==> src/rtl/mul3_stage_pipe_bf16.sv <==
// Pipelined BF16 x BF16 multiplier: input capture, unpack, mantissa product, normalize/round/pack.
// Optional MUL3_DEBUG_EN exposes the stage mantissas and the raw product as debug outputs.
module mul3_stage_pipe_bf16 #(
    parameter int DW = 16
) (
    input  logic            clk,
    input  logic            rst,
    input  logic [2*DW-1:0] input_mul,
    input  logic            input_mul_stb,
    output logic            s_input_mul_ack,
    output logic [DW-1:0]   z,
    output logic            s_output_z_stb
`ifdef MUL3_DEBUG_EN
    ,
    output logic [15:0]     mul_men,
    output logic [7:0]      a_mm,
    output logic [7:0]      b_mm
`endif
);

    logic [15:0]        a_p0, b_p0;
    logic               vld_p0;
    logic               sign_p1, nan_p1, inf_p1, zero_p1, vld_p1;
    logic [7:0]         a_man_p1, b_man_p1, a_exp_p1, b_exp_p1;
    logic               sign_p2, nan_p2, inf_p2, zero_p2, vld_p2;
    logic [15:0]        prod_p2;
    logic signed [9:0]  exp_p2;
    logic [15:0]        z_next;

    logic [7:0] ea, eb;
    logic       a_zero, b_zero, a_inf, b_inf, a_nan, b_nan;

    assign ea     = a_p0[14:7];
    assign eb     = b_p0[14:7];
    // A zero exponent covers both true zero and subnormals, which are flushed.
    assign a_zero = (ea == 8'h00);
    assign b_zero = (eb == 8'h00);
    assign a_inf  = (ea == 8'hFF) && (a_p0[6:0] == 7'd0);
    assign b_inf  = (eb == 8'hFF) && (b_p0[6:0] == 7'd0);
    assign a_nan  = (ea == 8'hFF) && (a_p0[6:0] != 7'd0);
    assign b_nan  = (eb == 8'hFF) && (b_p0[6:0] != 7'd0);

    // Product in [2^14, 2^16): normalize by at most one place, round to nearest even,
    // then saturate the exponent to inf or flush to zero.
    function automatic logic [15:0] norm_round_pack(input logic sign,
                                                    input logic signed [9:0] exp_in,
                                                    input logic [15:0] prod);
        logic [6:0]        frac;
        logic              guard, sticky, up;
        logic [7:0]        frac_r;
        logic signed [9:0] e;
        if (prod[15]) begin
            frac   = prod[14:8];
            guard  = prod[7];
            sticky = |prod[6:0];
            e      = exp_in + 10'sd1;
        end else begin
            frac   = prod[13:7];
            guard  = prod[6];
            sticky = |prod[5:0];
            e      = exp_in;
        end
        up     = guard & (sticky | frac[0]);
        frac_r = {1'b0, frac} + {7'd0, up};
        if (frac_r[7])
            e = e + 10'sd1;
        if (e >= 10'sd255)
            return {sign, 8'hFF, 7'h00};
        else if (e <= 10'sd0)
            return {sign, 15'h0000};
        else
            return {sign, e[7:0], frac_r[6:0]};
    endfunction

    always_comb begin
        z_next = 16'h0000;
        if (nan_p2)
            z_next = 16'h7FC0;
        else if (inf_p2)
            z_next = {sign_p2, 8'hFF, 7'h00};
        else if (zero_p2)
            z_next = {sign_p2, 15'h0000};
        else
            z_next = norm_round_pack(sign_p2, exp_p2, prod_p2);
    end

    always_ff @(posedge clk or negedge rst) begin
        if (!rst) begin
            s_input_mul_ack <= 1'b0;
            a_p0            <= 16'h0000;
            b_p0            <= 16'h0000;
            vld_p0          <= 1'b0;
            sign_p1         <= 1'b0;
            nan_p1          <= 1'b0;
            inf_p1          <= 1'b0;
            zero_p1         <= 1'b0;
            vld_p1          <= 1'b0;
            a_man_p1        <= 8'h00;
            b_man_p1        <= 8'h00;
            a_exp_p1        <= 8'h00;
            b_exp_p1        <= 8'h00;
            sign_p2         <= 1'b0;
            nan_p2          <= 1'b0;
            inf_p2          <= 1'b0;
            zero_p2         <= 1'b0;
            vld_p2          <= 1'b0;
            prod_p2         <= 16'h0000;
            exp_p2          <= 10'sd0;
            z               <= 16'h0000;
            s_output_z_stb  <= 1'b0;
        end else begin
            // Input capture
            s_input_mul_ack <= 1'b1;
            vld_p0          <= input_mul_stb && s_input_mul_ack;
            if (input_mul_stb && s_input_mul_ack) begin
                a_p0 <= input_mul[2*DW-1:DW];
                b_p0 <= input_mul[DW-1:0];
            end
            // Stage 1: unpack and classify
            vld_p1   <= vld_p0;
            sign_p1  <= a_p0[15] ^ b_p0[15];
            nan_p1   <= a_nan | b_nan | (a_inf & b_zero) | (b_inf & a_zero);
            inf_p1   <= a_inf | b_inf;
            zero_p1  <= a_zero | b_zero;
            a_man_p1 <= {~a_zero, a_p0[6:0]};
            b_man_p1 <= {~b_zero, b_p0[6:0]};
            a_exp_p1 <= ea;
            b_exp_p1 <= eb;
            // Stage 2: mantissa product and biased exponent sum
            vld_p2  <= vld_p1;
            sign_p2 <= sign_p1;
            nan_p2  <= nan_p1;
            inf_p2  <= inf_p1;
            zero_p2 <= zero_p1;
            prod_p2 <= {8'd0, a_man_p1} * {8'd0, b_man_p1};
            exp_p2  <= $signed({2'b00, a_exp_p1}) + $signed({2'b00, b_exp_p1}) - 10'sd127;
            // Stage 3: normalize, round, pack
            s_output_z_stb <= vld_p2;
            if (vld_p2)
                z <= z_next;
        end
    end

`ifdef MUL3_DEBUG_EN
    assign mul_men = prod_p2;
    assign a_mm    = a_man_p1;
    assign b_mm    = b_man_p1;
`endif

endmodule

==> config.mk <==
export PLATFORM = sky130hd
export DESIGN_NAME = mul3_stage_pipe_bf16
export DESIGN_NICKNAME = d
export VERILOG_FILES = /design/src/rtl/mul3_stage_pipe_bf16.sv
export SDC_FILE = /design/constraint.sdc
export NUM_CORES = 1
export LEC_CHECK = 0
export BUFFER_PORTS_ARGS = -buffer_cell sky130_fd_sc_hd__buf_2
export CAP_MARGIN = 20
export CORE_AREA = 5 5 177 179
export DETAILED_ROUTE_END_ITERATION = 12
export DIE_AREA = 0 0 182 184
export GPL_ROUTABILITY_DRIVEN = 0
export GPL_TIMING_DRIVEN = 0
export PLACE_DENSITY = 0.5
export SETUP_SLACK_MARGIN = 0.05
export SLEW_MARGIN = 25
export SYNTH_ARGS = -nofsm -noshare
export SYNTH_HDL_FRONTEND = slang
export SYNTH_SLANG_ARGS = --single-unit
export TNS_END_PERCENT = 30
==> constraint.sdc <==
create_clock -name clk -period 8.8 [get_ports clk]
set_input_delay 1.32 -clock clk [delete_from_list [all_inputs] [get_ports clk]]
set_output_delay 1.32 -clock clk [all_outputs]
set_load 0.01 [all_outputs]
Word-level counts from Yosys, hierarchy flattened
Index checks and enable logic that the tools add are counted.
{ "word_totals": {"wordCells": 82, "in_bits": 35, "mem_count": 0, "latch_bits": 0, "ram_bits": 0, "register_bits": 119, "mem_bits_ro": 0, "output_inout_bits": 18} }
{ "classes": {"n_mux": 25, "bitwise": 12, "addsub": 5, "div": 0, "n_eq_ne": 2, "n_reduce_logical": 13, "n_shift": 0, "mul": 1, "magnitude_cmp": 2} }
{ "ops": {"columns": ["cell", "count"], "rows": [
  ["two-way mux 10 bit", 8],
  ["two-way mux 15 bit", 4],
  ["two-way mux 7 bit", 4],
  ["adder 10 x 2 -> 10 bit (second input constant)", 2],
  ["== test 8 bit (second input constant)", 2],
  ["zero test 8 bit", 2],
  ["multiplier 8 x 8 -> 16 bit", 1],
  ["two-way mux 16 bit", 1],
  ["zero test 7 bit", 2],
  ["nonzero test 7 bit", 2],
  ["greater-or-equal comparator 10 x 9 -> 1 bit (second input constant)", 1],
  ["<= comparator 10 x 1 -> 1 bit (second input constant)", 1],
  ["subtractor 9 x 7 -> 10 bit (second input constant)", 1],
  ["adder 8 x 8 -> 9 bit", 1],
  ["adder 7 x 1 -> 8 bit", 1],
  ["two-way mux 1 bit", 8],
  ["OR reduction 7 bit", 1],
  ["bitwise OR 1 bit", 6],
  ["OR reduction 6 bit", 1],
  ["logical AND 1 bit", 5],
  ["bitwise AND 1 bit", 3],
  ["NOT 1 bit", 2],
  ["XOR 1 bit", 1]
]} }

Longest topological paths before layout
{ "logic_depth": {"word_depth": 18, "mapped_depth": 17, "ltp_nobuf": 17} }

Worst setup path before layout
No wires, ideal clock.
{ "synth_path": {"path_kind": "reg2reg", "startpoint": "reg a_man_p1[3]", "endpoint": "reg prod_p2[15]", "period_less_slack_ns": 4.295, "slack_ns": 4.505, "required_ns": 8.675, "path_stages_with_launch": 17, "setup_ns": 0.125, "n_path_buf": 0, "arrival_time_ns": 4.170, "cell_sequence": "dfrtp_1 > and2_1 > fa_1 > inv_1 > fa_1 > inv_1 > fa_1 > inv_1 > fa_1 > inv_1 > ha_1 > a21boi_0 > o21ai_0 > a21oi_1 > a41o_1 > o41a_1 > xnor2_1"} }
{ "synth_between": {"elab_chain_cells": 1} }
{ "synth_lines": {"columns": ["item", "line", "source"], "rows": [
  ["start, declared", "24", "logic [7:0] a_man_p1, b_man_p1, a_exp_p1, b_exp_p1;"],
  ["start signal, assigned", "125", "a_man_p1 <= {~a_zero, a_p0[6:0]};"],
  ["multiplier 8 x 8 -> 16 bit", "135", "prod_p2 <= {8'd0, a_man_p1} * {8'd0, b_man_p1};"],
  ["end signal, assigned", "135", null],
  ["end, declared", "26", "logic [15:0] prod_p2;"]
]} }
Every way passes these cells.
A chain may end at the register's enable or synchronous reset.

Final worst setup path
{ "layout_path": {"startpoint": "reg a_man_p1[0]", "endpoint": "reg prod_p2[15]"} }
Same word-level chain as after synthesis.

==> results.tsv <==
metric	value	unit
status	finished, final reports clean	
multi_input_area	3960	um2
yosysWarnings	0	
placement.io_buffers	52	
slowest_delay	0.53	ns
drtAntennaViolNets	0	
grt_setup_unrepaired	no	
netlist_instances	664	
fill_cells	3112	
power_leakage	3.96	nW
via_per_inst	4.19	
vdd_ir_drop_max	0.000164	V
maxCapViolations	0	
grt.overflow.total	0	
finalSetupTns	0	ns
synth_top_flop_cell	dfrtp_1	
die_y	184	um
slew_violations	0	
synth_top_area_share	0.410	
grt_pass1_wl	25000	um
io_pins	53	
drt_iter0_drc	222	
cts_made_buffers	17	
fmax	218	MHz
syn_nets	790	
synth_area	7270	um2
synth_most_common_cell	dfrtp_1	
reg2reg_depth	16	
timing.rr.end	prod_p2[15]	
post_synth.cell_area_avg	10.9	um2
synthDistinctLibCells	63	
finalPower	3.11	mW
crit_type	reg -> reg	
hold_path_class	reg -> reg	
ys_seq_area_frac	0.410	
vias	4775	
drive_gt1_frac	0.182	
post-place-cells	1107	
start_util	0.247	
cp-end-kind	flip-flop	
die_w	182	um
antenna_found_initial	0	
cts.clk_slew.worst_paths	0.06	ns
min_period	4.60	ns
synthTopCellsByCount	dfrtp_1 (119), inv_1 (77), ha_1 (54), and2_1 (52), nand2_1 (39)	
cts_sinks	119	
whs	0.349	ns
ff2ff_setup_slack	4.20	ns
slew_headroom	0.476	
fin_util	0.294	
setup_viol	0	
grt_use_total	0.0921	
cts_resized	0	
antenna_cells	0	
crit_path_cell_trace	and2_1 > fa_1 > fa_1 > ha_1 > inv_1 > fa_1 > inv_1 > ha_1 > nor2b_1 > o21ai_0 > a21boi_0 > o21ai_0 > a21oi_1 > a41o_1 > o41a_1 > xnor2_1	
cts_tree	yes	
slowest_stage	fa_1	
regArea	2980	um2
nets	862	
yosys.area.top_type	dfrtp_1	
place_hpwl	11400	um
hold_violations	0	
syn_to_final_growth	18.8	%
cts_hold_buf	0	
ys_ff_latch	119	
hold_start	vld_p0	
drc	0	
synth-edff-count	0	
cpMostUsedCell	fa_1	
fin_skew	0.00949	ns
wl_per_cell	12.9	um
hold_path_depth	0	
totalWireLength	14700	um
power_density	360	nW/um2
drtPass1Iterations	4	
cts_max_path_buffers	2	
cts_max_level	4	
worst_pin_slew	0.764	ns
core	29400	um2
worstPathArrival	4.89	ns
cts_root_buffer	clkbuf_16	
r2r_start	a_man_p1[0]	
post-cts-setup-buffer-count	0	
crit_required	9.10	ns
grt_max_degree	90	
async_flop_share	1.00	
fin_crit_sh	0.522	
hold_end	vld_p1	
yosys-top-cells-area	dfrtp_1 (41%), fa_1 (10%), ha_1 (9.3%)	
clock_latency	0.42	ns
stdcell_count	1139	
die-area	33500	um2
grt_pass1_vias	4911	
crit_path_max_fanout	8	
rows	63	
worst_setup_path_start_kind	flip-flop	
-- layout by cell type (no fill, tap or decap), types with 3 or more instances in the layout --
master and count:
dfrtp_1 119, inv_1 77, ha_1 54, and2_1 52, buf_2 52, nand2_1 39, mux2_2 38, fa_1 37
xnor2_1 31, nor2_1 30, a21oi_1 21, clkbuf_16 17, nor2b_1 13, o21ai_0 12, xor2_1 9, nand3_1 9
nor4_1 9, nand4_1 9, a41o_1 8, mux2i_1 7, buf_1 6, clkbuf_1 5, nand2b_1 5, nor3_1 5
a21o_1 4, o21bai_1 4, clkinvlp_4 4, a21boi_0 3, nor3b_1 3, or4_1 3, nand4b_1 3, nand3b_1 3
a31o_2 3, o22a_1 3, clkinv_4 3, inv_6 3
-- routing by layer --
layer  vias up  global-route usage  wire length, um
met4         0              0.0351              221
li1       2399                   -                -
met5         -                   0                0
met2        70               0.137             6330
met3        13              0.0176              310
met1      2293               0.132             7840
-- worst max-delay path by stage --
stage / from / endpoint / slack [ns] / depth (start not counted)
finish: a_man_p1[0] / prod_p2[15] / 4.20 / 16
global route: a_man_p1[1] / prod_p2[15] / 3.95 / 15
CTS: a_man_p1[1] / prod_p2[15] / 4.17 / 15
detailed placement: a_man_p1[1] / prod_p2[15] / 4.18 / 15
global placement: a_man_p1[1] / prod_p2[15] / 4.17 / 15
floorplan: a_man_p1[3] / prod_p2[15] / 4.50 / 16
-- per-stage QoR --
| step | area, um2 | setup slack [ns] |
|---|---|---|
| 2_1_floorplan | 7270 | 4.50 |
| 3_3_place_gp | 8020 | 4.17 |
| 3_5_place_dp | 8060 | 4.18 |
| 4_1_cts | 8630 | 4.17 |
| 5_1_grt | 8640 | 3.95 |
| 6_report | 8640 | 4.20 |
-- power breakdown --
group | total [mW] | internal [mW] | switching, mW
combinational | 1.61 | 0.750 | 0.862
clock | 0.666 | 0.406 | 0.261
sequential | 0.830 | 0.702 | 0.128
-- worst max-delay path: cells and delay by family (launching register included) --
family	cells	cell delay, ns
fa+ha+maj	5	2.09
flops	1	0.47
compound gates	6	1.30
xor+xnor	1	0.13
buf+inv	2	0.10
simple gates	2	0.36
-- kinds of logic (layout without fill, tap and decap cells) --
family	Yosys count	after routing	synth area share
simple gates	196	196	0.148
buf+inv	89	174	0.0472
flops	119	119	0.410
xor+xnor	40	40	0.0482
fa+ha+maj	91	91	0.195
compound gates	83	83	0.0833
other cells	1	1	0.000516
mux	45	45	0.0685
-- sequential cells by signal (all words and copies together), names as in the netlist, 8 cells and up --
signal    cells
a_p0         16
b_p0         16
prod_p2      16
z            16
exp_p2       10
a_exp_p1      8
a_man_p1      8
b_exp_p1      8
b_man_p1      8
-- cell type report --
type / count / area share
clock inverters: 12 / 0.0136
inverters: 77 / 0.0335
flip-flops and latches: 119 / 0.345
plain buffers: 12 / 0.00623
well taps: 390 / 0.0565
clock buffers: 20 / 0.0529
multi-input cells: 456 / 0.458
repair buffers: 53 / 0.0345
No activity file was read; power rests on OpenSTA's default activity.
